### src/rtl/trig_seq_unit.sv
// trig_seq_unit
//   Multi-cycle CORDIC sequencer for the SIN / COS ops. It sits beside the ALU
//   in the execute stage, stalls the pipeline while it iterates, and then
//   presents a sign-extended signed Q1.FRAC_W result for writeback.
//
// Ports
//   clk       in   pipeline clock
//   rst_n     in   synchronous active-low reset
//   start     in   trig op valid in execute
//   cos_sel   in   1 = COS, 0 = SIN
//   angle_i   in   operand; bits [15:0] are a binary angle (0x10000 = 2*pi)
//   flush     in   pipeline flush (honoured only when TRIG_FLUSH_EN is defined)
//   stall_o   out  hold IF/ID/EX pipeline registers
//   busy_o    out  operation in progress
//   done_o    out  one-cycle result-valid pulse
//   result_o  out  signed Q1.FRAC_W result, sign-extended to DATA_W
//
// Configuration
//   TRIG_FLUSH_EN  when defined, flush aborts any operation back to IDLE.
//                  When undefined, flush is ignored.

module trig_seq_unit #(
  parameter int DATA_W = 32,
  parameter int ITER   = 14,
  parameter int FRAC_W = 14
) (
  input  logic              clk,
  input  logic              rst_n,
  input  logic              start,
  input  logic              cos_sel,
  input  logic [DATA_W-1:0] angle_i,
  input  logic              flush,
  output logic              stall_o,
  output logic              busy_o,
  output logic              done_o,
  output logic [DATA_W-1:0] result_o
);

  // Datapath width: FRAC_W fraction bits plus integer/sign headroom.
  localparam int IW = FRAC_W + 4;
  localparam int CW = 4;

  // CORDIC gain compensation K = round(0.6072529 * 2^FRAC_W).
  localparam logic [63:0] K_NUM = 64'd6072529 << FRAC_W;
  localparam logic signed [IW-1:0] K_INIT = IW'((K_NUM + 64'd5000000) / 64'd10000000);

  typedef enum logic [1:0] {IDLE, ROT, FIX, DONE} state_t;

  state_t               state_q;
  logic [CW-1:0]        cnt_q;
  logic                 cos_q;
  logic [1:0]           quad_q;
  logic signed [IW-1:0] x_q, y_q, z_q;
  logic signed [IW-1:0] x_d, y_d, z_d;
  logic                 done_q;
  logic [DATA_W-1:0]    result_q;

  logic signed [IW-1:0] xShift, yShift, atanVal, selVal;
  logic                 flushHit;

`ifdef TRIG_FLUSH_EN
  assign flushHit = flush;
  logic unusedAngle;
  assign unusedAngle = ^angle_i[DATA_W-1:16];
`else
  assign flushHit = 1'b0;
  logic unusedIn;
  assign unusedIn = ^{angle_i[DATA_W-1:16], flush};
`endif

  // atan(2^-i) in binary angle units (2^16 per turn), rounded.
  function automatic logic [15:0] atanRom(input logic [CW-1:0] idx);
    case (idx)
      4'd0:    atanRom = 16'd8192;
      4'd1:    atanRom = 16'd4836;
      4'd2:    atanRom = 16'd2555;
      4'd3:    atanRom = 16'd1297;
      4'd4:    atanRom = 16'd651;
      4'd5:    atanRom = 16'd326;
      4'd6:    atanRom = 16'd163;
      4'd7:    atanRom = 16'd81;
      4'd8:    atanRom = 16'd41;
      4'd9:    atanRom = 16'd20;
      4'd10:   atanRom = 16'd10;
      4'd11:   atanRom = 16'd5;
      4'd12:   atanRom = 16'd3;
      4'd13:   atanRom = 16'd1;
      4'd14:   atanRom = 16'd1;
      default: atanRom = 16'd0;
    endcase
  endfunction

  // One micro-rotation: the sign of the residual angle z picks the rotation
  // direction, driving z toward zero.
  always_comb begin
    xShift  = x_q >>> cnt_q;
    yShift  = y_q >>> cnt_q;
    atanVal = $signed({{(IW-16){1'b0}}, atanRom(cnt_q)});
    if (z_q[IW-1]) begin
      x_d = x_q + yShift;
      y_d = y_q - xShift;
      z_d = z_q + atanVal;
    end else begin
      x_d = x_q - yShift;
      y_d = y_q + xShift;
      z_d = z_q - atanVal;
    end
  end

  // The rotation only covers the first quadrant; the top two angle bits fold
  // the final (cos, sin) pair back into the real quadrant.
  always_comb begin
    case (quad_q)
      2'd0:    selVal = cos_q ? x_q  : y_q;
      2'd1:    selVal = cos_q ? -y_q : x_q;
      2'd2:    selVal = cos_q ? -x_q : -y_q;
      default: selVal = cos_q ? y_q  : -x_q;
    endcase
  end

  // Sequencer: latch operands on start, iterate ITER times, fold quadrant and
  // register the result, then pulse done for one cycle. A flush (when enabled)
  // drops straight back to IDLE without touching the previous result.
  always_ff @(posedge clk) begin
    if (!rst_n) begin
      state_q  <= IDLE;
      cnt_q    <= '0;
      cos_q    <= 1'b0;
      quad_q   <= 2'd0;
      x_q      <= '0;
      y_q      <= '0;
      z_q      <= '0;
      done_q   <= 1'b0;
      result_q <= '0;
    end else begin
      done_q <= 1'b0;
      if (flushHit) begin
        state_q <= IDLE;
      end else begin
        case (state_q)
          IDLE: begin
            if (start) begin
              cos_q   <= cos_sel;
              quad_q  <= angle_i[15:14];
              x_q     <= K_INIT;
              y_q     <= '0;
              z_q     <= $signed({{(IW-14){1'b0}}, angle_i[13:0]});
              cnt_q   <= '0;
              state_q <= ROT;
            end
          end
          ROT: begin
            x_q <= x_d;
            y_q <= y_d;
            z_q <= z_d;
            if (cnt_q == CW'(ITER - 1)) begin
              state_q <= FIX;
            end else begin
              cnt_q <= cnt_q + 1'b1;
            end
          end
          FIX: begin
            result_q <= {{(DATA_W-IW){selVal[IW-1]}}, selVal};
            done_q   <= 1'b1;
            state_q  <= DONE;
          end
          default: begin
            state_q <= IDLE;
          end
        endcase
      end
    end
  end

  // Stall is combinational from start so the trig op is frozen in EX from its
  // very first cycle; it drops in DONE so the op advances with its result.
  assign stall_o  = ((state_q == IDLE) && start) || (state_q == ROT) || (state_q == FIX);
  assign busy_o   = (state_q != IDLE);
  assign done_o   = done_q;
  assign result_o = result_q;

endmodule

### config.mk
export PLATFORM = sky130hd
export DESIGN_NAME = trig_seq_unit
export DESIGN_NICKNAME = d
export VERILOG_FILES = /design/src/rtl/trig_seq_unit.sv
export SDC_FILE = /design/constraint.sdc
export NUM_CORES = 1
export LEC_CHECK = 0
export BUFFER_PORTS_ARGS = -buffer_cell sky130_fd_sc_hd__buf_2
export CAP_MARGIN = 20
export CORE_MARGIN = 3
export CORE_UTILIZATION = 40
export DETAILED_ROUTE_END_ITERATION = 16
export PLACE_DENSITY = 0.57
export SYNTH_ARGS = -nofsm -noshare
export SYNTH_HDL_FRONTEND = slang
export SYNTH_SLANG_ARGS = --single-unit
### constraint.sdc
create_clock -name clk -period 6.45 [get_ports clk]
set_input_delay 0.9675 -clock clk [delete_from_list [all_inputs] [get_ports clk]]
set_output_delay 0.9675 -clock clk [all_outputs]
set_load 0.05 [all_outputs]
==> results.cfg, run 1 <==
[synthesis]
synthTopCellsByArea = dfxtp_1 (18%), mux4_2 (8.6%), ha_1 (7.8%)
syn-num-nets = 1430
syn_area_mm2 = 0.0107
synth.ff_latch_count = 96
synthArstFlopShare_pct = 0
synth_edf_count = 0
ys_types = 86
ys_top_cells_by_count = a21oi_1 (114), nand2_1 (112), nor2_1 (101)
avgSynthCellArea_um2 = 8.10
synth_top_area_share_pct = 17.9
netlist.top_cell.by_area = dfxtp_1
yosysMostFrequentCell = a21oi_1
yosys_warnings = 0
seq_area_frac_synth_pct = 17.9
syn_inst = 1323
synth_ff_type = dfxtp_1

[clock_tree]
postCtsSetupBuffers = 0
clkLatencyLatePin_ns = 0.37
cts_sinks = 96
clk_pin_slew_ns = 0.09
cts_inserted_buffers = 9
clockBufferDepth = 2
cts_max_level = 3
cts_tree = built
cts_resized = 0
ctsRootBufferMaster = clkbuf_16
cts_hold_buf = 0

[grt]
grt_overflow = 0
antenna_found_initial = 0
grt_usage_pct = 19.9
grt_max_degree = 41
grt_pass1_vias = 8940
grt_pass1_wl_um = 46900

[timing]
final_hold_viol_count = 0
setup_tns_ns = 0
rsz0062_at_grt = no
drv_slew = 0
clock_skew_ns = 0.0163
fin_crit_ns = 5.46
fin_crit_sh_pct = 84.6
tightest_slew_ns = 0.968
finalSetupViolCount = 0
maxSlewHeadroom_pct = 35.3
max_freq_ghz = 0.183

[die]
initial_utilization_pct = 40.9
num_io_pins = 72
die_w_um = 170
fp.dieH_um = 170
core-area_mm2 = 0.0262
die-area_mm2 = 0.0288
rows = 59

[placed_design]
port_buffers = 54
gp_congestion = 0.876
dp.final_hpwl_um = 21200

[worst_setup_path]
critical_path.startpoint = cnt_q[1]
end_kind = register
path_max_fanout = 34
cp-start-kind = register
cp_cell_sequence = buf_4 -> mux2_4 -> mux2_2 -> mux4_2 -> a311oi_2 -> and2_1 -> nand3_1 -> nor2_1 -> nor2_1 -> xnor2_1 -> ha_1 -> nand3_1 -> nor2_1 -> nand3_1 -> a211oi_1 -> nand2b_1 -> o41ai_1 -> o21ai_0 -> xnor2_1 -> nand4_1 -> o311ai_2
cp_slowest_cell = dfxtp_2
rr_worst_depth = 21
r2r_start = cnt_q[1]
path_buf_inv = 1
worstPathRequired_ns = 6.73
timing.rr.end = y_q[17]
path_class = reg -> reg
crit_family = compound AO/OA/AOI/OAI gates
crit_cells = 21
slowest_delay_ns = 0.65
endpoint = y_q[17]
worst-r2r-setup-slack_ns = 0.99
critical_path_arrival_ns = 5.74

[routing]
vias_per_cell = 5.88
drt_iter0_drc = 565
vias = 9569
wire_per_inst_um = 18.1
first_pass_iters = 5
wirelength_um = 29400
ant_nets = 0
drc_errors = 0

[outcome]
status = finished, final reports clean

[run]
cap_viol_max_count = 0

[cells_and_area]
fill_cells = 2626
n_antenna_cell = 0
drive_gt1_share_pct = 14.2
fin_nets = 1395
syn2layout_area_growth_pct = 5.51

[hold_path]
hp-class = reg -> reg
## state kept, by name (all words and copies together), names as in the netlist
name      cells
atanVal      14
cnt_q         4
cos_q         1
done_o        1
quad_q        2
result_o     18
state_q       2
x_q          18
y_q          18
z_q          18
## layer usage
layer / track usage (%) / routed length [um] / vias to the layer above
met3: 3.05 / 1430 / 39
li1: - / - / 4722
met1: 27.1 / 13700 / 4593
met4: 4.80 / 465 / 0
met5: 0 / 0 / -
met2: 33.4 / 13800 / 215
## cell families after synthesis
group,synth area share [%]
xor gates and xnor gates,9.63
and+or+nand+nor,17.7
muxes,17.3
DFF,17.9
buffers and inverters,6.59
AOI/OAI and AO/OA,22.4
adders and majority gates,8.38
## tightest hold or removal path, stage by stage (launching register included)
cell	delay [ns]
dfxtp_1	0.33
nand2_1	0.05
o21ai_0	0.06
## stage by stage
stage	hold slack [ns]	setup slack, ns	cell area [um^2]	std cells	util (%)
6_report	0.465	0.993	11300	1628	43.1
3_5_place_dp	0.455	1.04	11000	1612	42.0
4_1_cts	0.471	0.985	11300	1628	43.1
3_3_place_gp	0.446	1.04	11000	1612	42.0
2_1_floorplan	0.432	2.09	10700	1323	-
5_1_grt	0.490	0.567	11300	1628	43.1
## cells in the final DEF, fill, tap and decap left out, drive strengths merged, types with 4 or more instances in the layout
master / instances
dfxtp: 96
clkinv: 4
a211oi: 12
mux2i: 66
o21bai: 5
or2: 8
nor3b: 5
nand2b: 20
nand3b: 6
a22oi: 20
nor2: 102
and2: 10
o21a: 8
o211a: 19
xnor2: 61
clkbuf: 10
nand3: 22
mux4: 42
nand2: 112
o21ai: 75
or3: 12
nor2b: 33
a311oi: 4
a41oi: 6
a21boi: 6
o211ai: 12
a21o: 21
nor3: 29
mux2: 21
o22ai: 8
ha: 67
a21oi: 114
a22o: 4
nor4: 9
xor2: 56
and3: 4
a31oi: 17
inv: 40
buf: 74
## worst min path at each step
stage                            from     endpoint  cells after the start
after floorplan               z_q[14]      z_q[14]                      2
after global placement        z_q[15]      z_q[15]                      2
after detailed placement      z_q[14]      z_q[14]                      2
after CTS                     z_q[14]      z_q[14]                      2
after global routing      result_o[3]  result_o[3]                      1
final                         z_q[14]      z_q[14]                      2
## cell type report
cell class	count	area, um^2	area share (%)
Clock buffer	10	239	2.11
Clock inverter	6	61.3	0.542
Inverter	39	146	1.29
Multi-Input combinational cell	1068	8090	71.6
Sequential cell	96	1930	17.0
Tap cell	335	419	3.71
Timing Repair Buffer	74	420	3.72
Power of run 1 is left out: the tool's default activity adds up to more than one toggle a clock period on the data nets, which glitch-free logic cannot reach.
==> run 2: changes to the inputs <==
--- a/config.mk
+++ b/config.mk
@@ -10,7 +10,7 @@
 export CORE_MARGIN = 3
 export CORE_UTILIZATION = 40
 export DETAILED_ROUTE_END_ITERATION = 16
-export PLACE_DENSITY = 0.57
+export PLACE_DENSITY = 0.59
 export SYNTH_ARGS = -nofsm -noshare
 export SYNTH_HDL_FRONTEND = slang
 export SYNTH_SLANG_ARGS = --single-unit
==> constraint.sdc (replaced) <==
create_clock -name clk -period 4.85 [get_ports clk]
set_input_delay 0.7275 -clock clk [delete_from_list [all_inputs] [get_ports clk]]
set_output_delay 0.7275 -clock clk [all_outputs]
set_load 0.05 [all_outputs]
==> run 2 against run 1 <==
Compared with the run above:
- non-clock buffer count is 69 higher
- maximum frequency up 18%
- cell count rose by 4.2%
- clock-buffer cell count is 1 lower
- sequential share of layout area fell by 0.84 points
- critical endpoint unchanged
- highest routed layer is now met5
==> results.cfg, run 2 (synthesis gave the netlist of run 1 again) <==
[cells_and_area]
fin_cells = 1697
final_cell_mix = a21oi_1 (113), nand2_1 (112), nor2_1 (99)
drive_gt1_share_pct = 19.2
final_common_cell = a21oi_1
post-route-cell-area_mm2 = 0.0119
syn2layout_area_growth_pct = 11.3
n_antenna_cell = 0
fill_cells = 2575
fin_util_pct = 45.5
fin_nets = 1464

[routing]
met3_length_um = 1690
drc_errors = 0
vias = 9828
wire_per_inst_um = 18.1
first_pass_iters = 5
drt_iter0_drc = 770
wl_met2_um = 14100
wirelength_um = 30700
top_layer = met5
wl_met1_um = 13900
ant_nets = 0
vias_per_cell = 5.79

[timing]
finalSetupViolCount = 0
max_freq_ghz = 0.217
fin_crit_ns = 4.61
maxSlewHeadroom_pct = 36.8
clock_skew_ns = 0.00850
rsz0062_at_grt = yes
fin_crit_sh_pct = 95.1
tightest_slew_ns = 0.945
final_hold_viol_count = 0
drv_slew = 0

[grt]
grt_overflow = 0
grt_pass1_wl_um = 49400
grt_usage_pct = 21.1
grt_pass1_vias = 9326
grt_max_degree = 47
antenna_found_initial = 1

[worst_setup_path]
path_common_cell = buf_4
path_buf_inv = 4
cp-start-kind = register
end_kind = register
crit_family = simple AND/OR/NAND/NOR gates
cp_slowest_cell = mux4_2
path_class = reg -> reg
worstPathRequired_ns = 5.12
path_max_fanout = 8
critical_path_arrival_ns = 4.89
cp_cell_sequence = clkbuf_4 -> buf_4 -> mux4_2 -> mux2_2 -> mux2i_2 -> and3_2 -> and4_4 -> a21oi_1 -> xnor2_1 -> ha_1 -> nand3_1 -> nor2_2 -> nand3_1 -> a211oi_1 -> nand2b_1 -> o41ai_2 -> buf_4 -> o21ai_1 -> xnor2_1 -> buf_4 -> o311ai_2
slowest_delay_ns = 0.49

[die]
fp.dieH_um = 170
num_io_pins = 72
die_w_um = 170
core-area_mm2 = 0.0262
initial_utilization_pct = 40.9
die-area_mm2 = 0.0288
rows = 59

[clock_tree]
cts_max_level = 3
ctsRootBufferMaster = clkbuf_16
clk_pin_slew_ns = 0.08
cts_hold_buf = 0
clockBufferDepth = 2
cts_tree = built
cts_inserted_buffers = 9
cts_sinks = 96
clkLatencyLatePin_ns = 0.36

[placed_design]
dpl_cell_area_mm2 = 0.0115
port_buffers = 54
dp.cells = 1672
gp_congestion = 0.919
dp.final_hpwl_um = 23000

[run]
cap_viol_max_count = 0

[hold_path]
hp-class = reg -> reg

[outcome]
status = finished, final reports clean
==> run 2: cell count changes in the layout (fill, tap and decap cells not counted), moves of 2 or more <==
| cell | before | now |
|---|---|---|
| o21ai_1 | 2 | 5 |
| buf_4 | 20 | 85 |
| buf_12 | 0 | 3 |
| o41ai_2 | 0 | 2 |
| o21ai_0 | 73 | 70 |
| dfxtp_4 | 0 | 2 |
| o41ai_1 | 2 | 0 |
| dfxtp_2 | 4 | 2 |
==> run 2: final timing paths <==
kind / start / to / slack (ns) / depth (start not counted)
setup / recovery: cnt_q[1] / y_q[17] / 0.24 / 21
hold / removal: quad_q[1] / quad_q[1] / 0.47 / 2
setup reg to reg: cnt_q[1] / y_q[17] / 0.24 / 21
hold reg to reg: quad_q[1] / quad_q[1] / 0.47 / 2
==> run 2: worst min-delay path, stage by stage, from the launching register on <==
cell      delay, ns
dfxtp_1        0.31
nand2_1        0.05
a21boi_0       0.06
==> run 2: routing by layer <==
metal	track usage [%]	up-vias
li1	-	4873
met4	8.32	2
met2	33.9	260
met3	3.14	71
met1	28.5	4622
met5	0	-
==> run 2: timing repair <==
action	4_1_cts	5_1_grt
pin swaps	0	3
endpoints found under the hold margin	0	0
gates cloned	0	0
gates resized for setup	1	14
setup buffers	0	9
endpoints found under the setup margin	1	5
==> run 2: final cells by class <==
class / instances / area (um^2) / area share, %
clock buffers: 9 / 225 / 1.89
multi-input cells: 1068 / 8140 / 68.3
repair buffers: 143 / 976 / 8.19
clock inverters: 7 / 81.3 / 0.682
well taps: 335 / 419 / 3.52
inverters: 39 / 146 / 1.23
flip-flops and latches: 96 / 1930 / 16.2
==> run 2: stage by stage <==
step	hold slack [ns]	setup TNS, ns	worst slack (ns)
detailed placement	0.455	0	0.0391
floorplan	0.432	0	0.491
finish	0.468	0	0.236
CTS	0.472	0	0.0739
global placement	0.450	0	0.0571
global route	0.497	-0.0104	-0.0104
Power of run 2 is left out for the same reason.
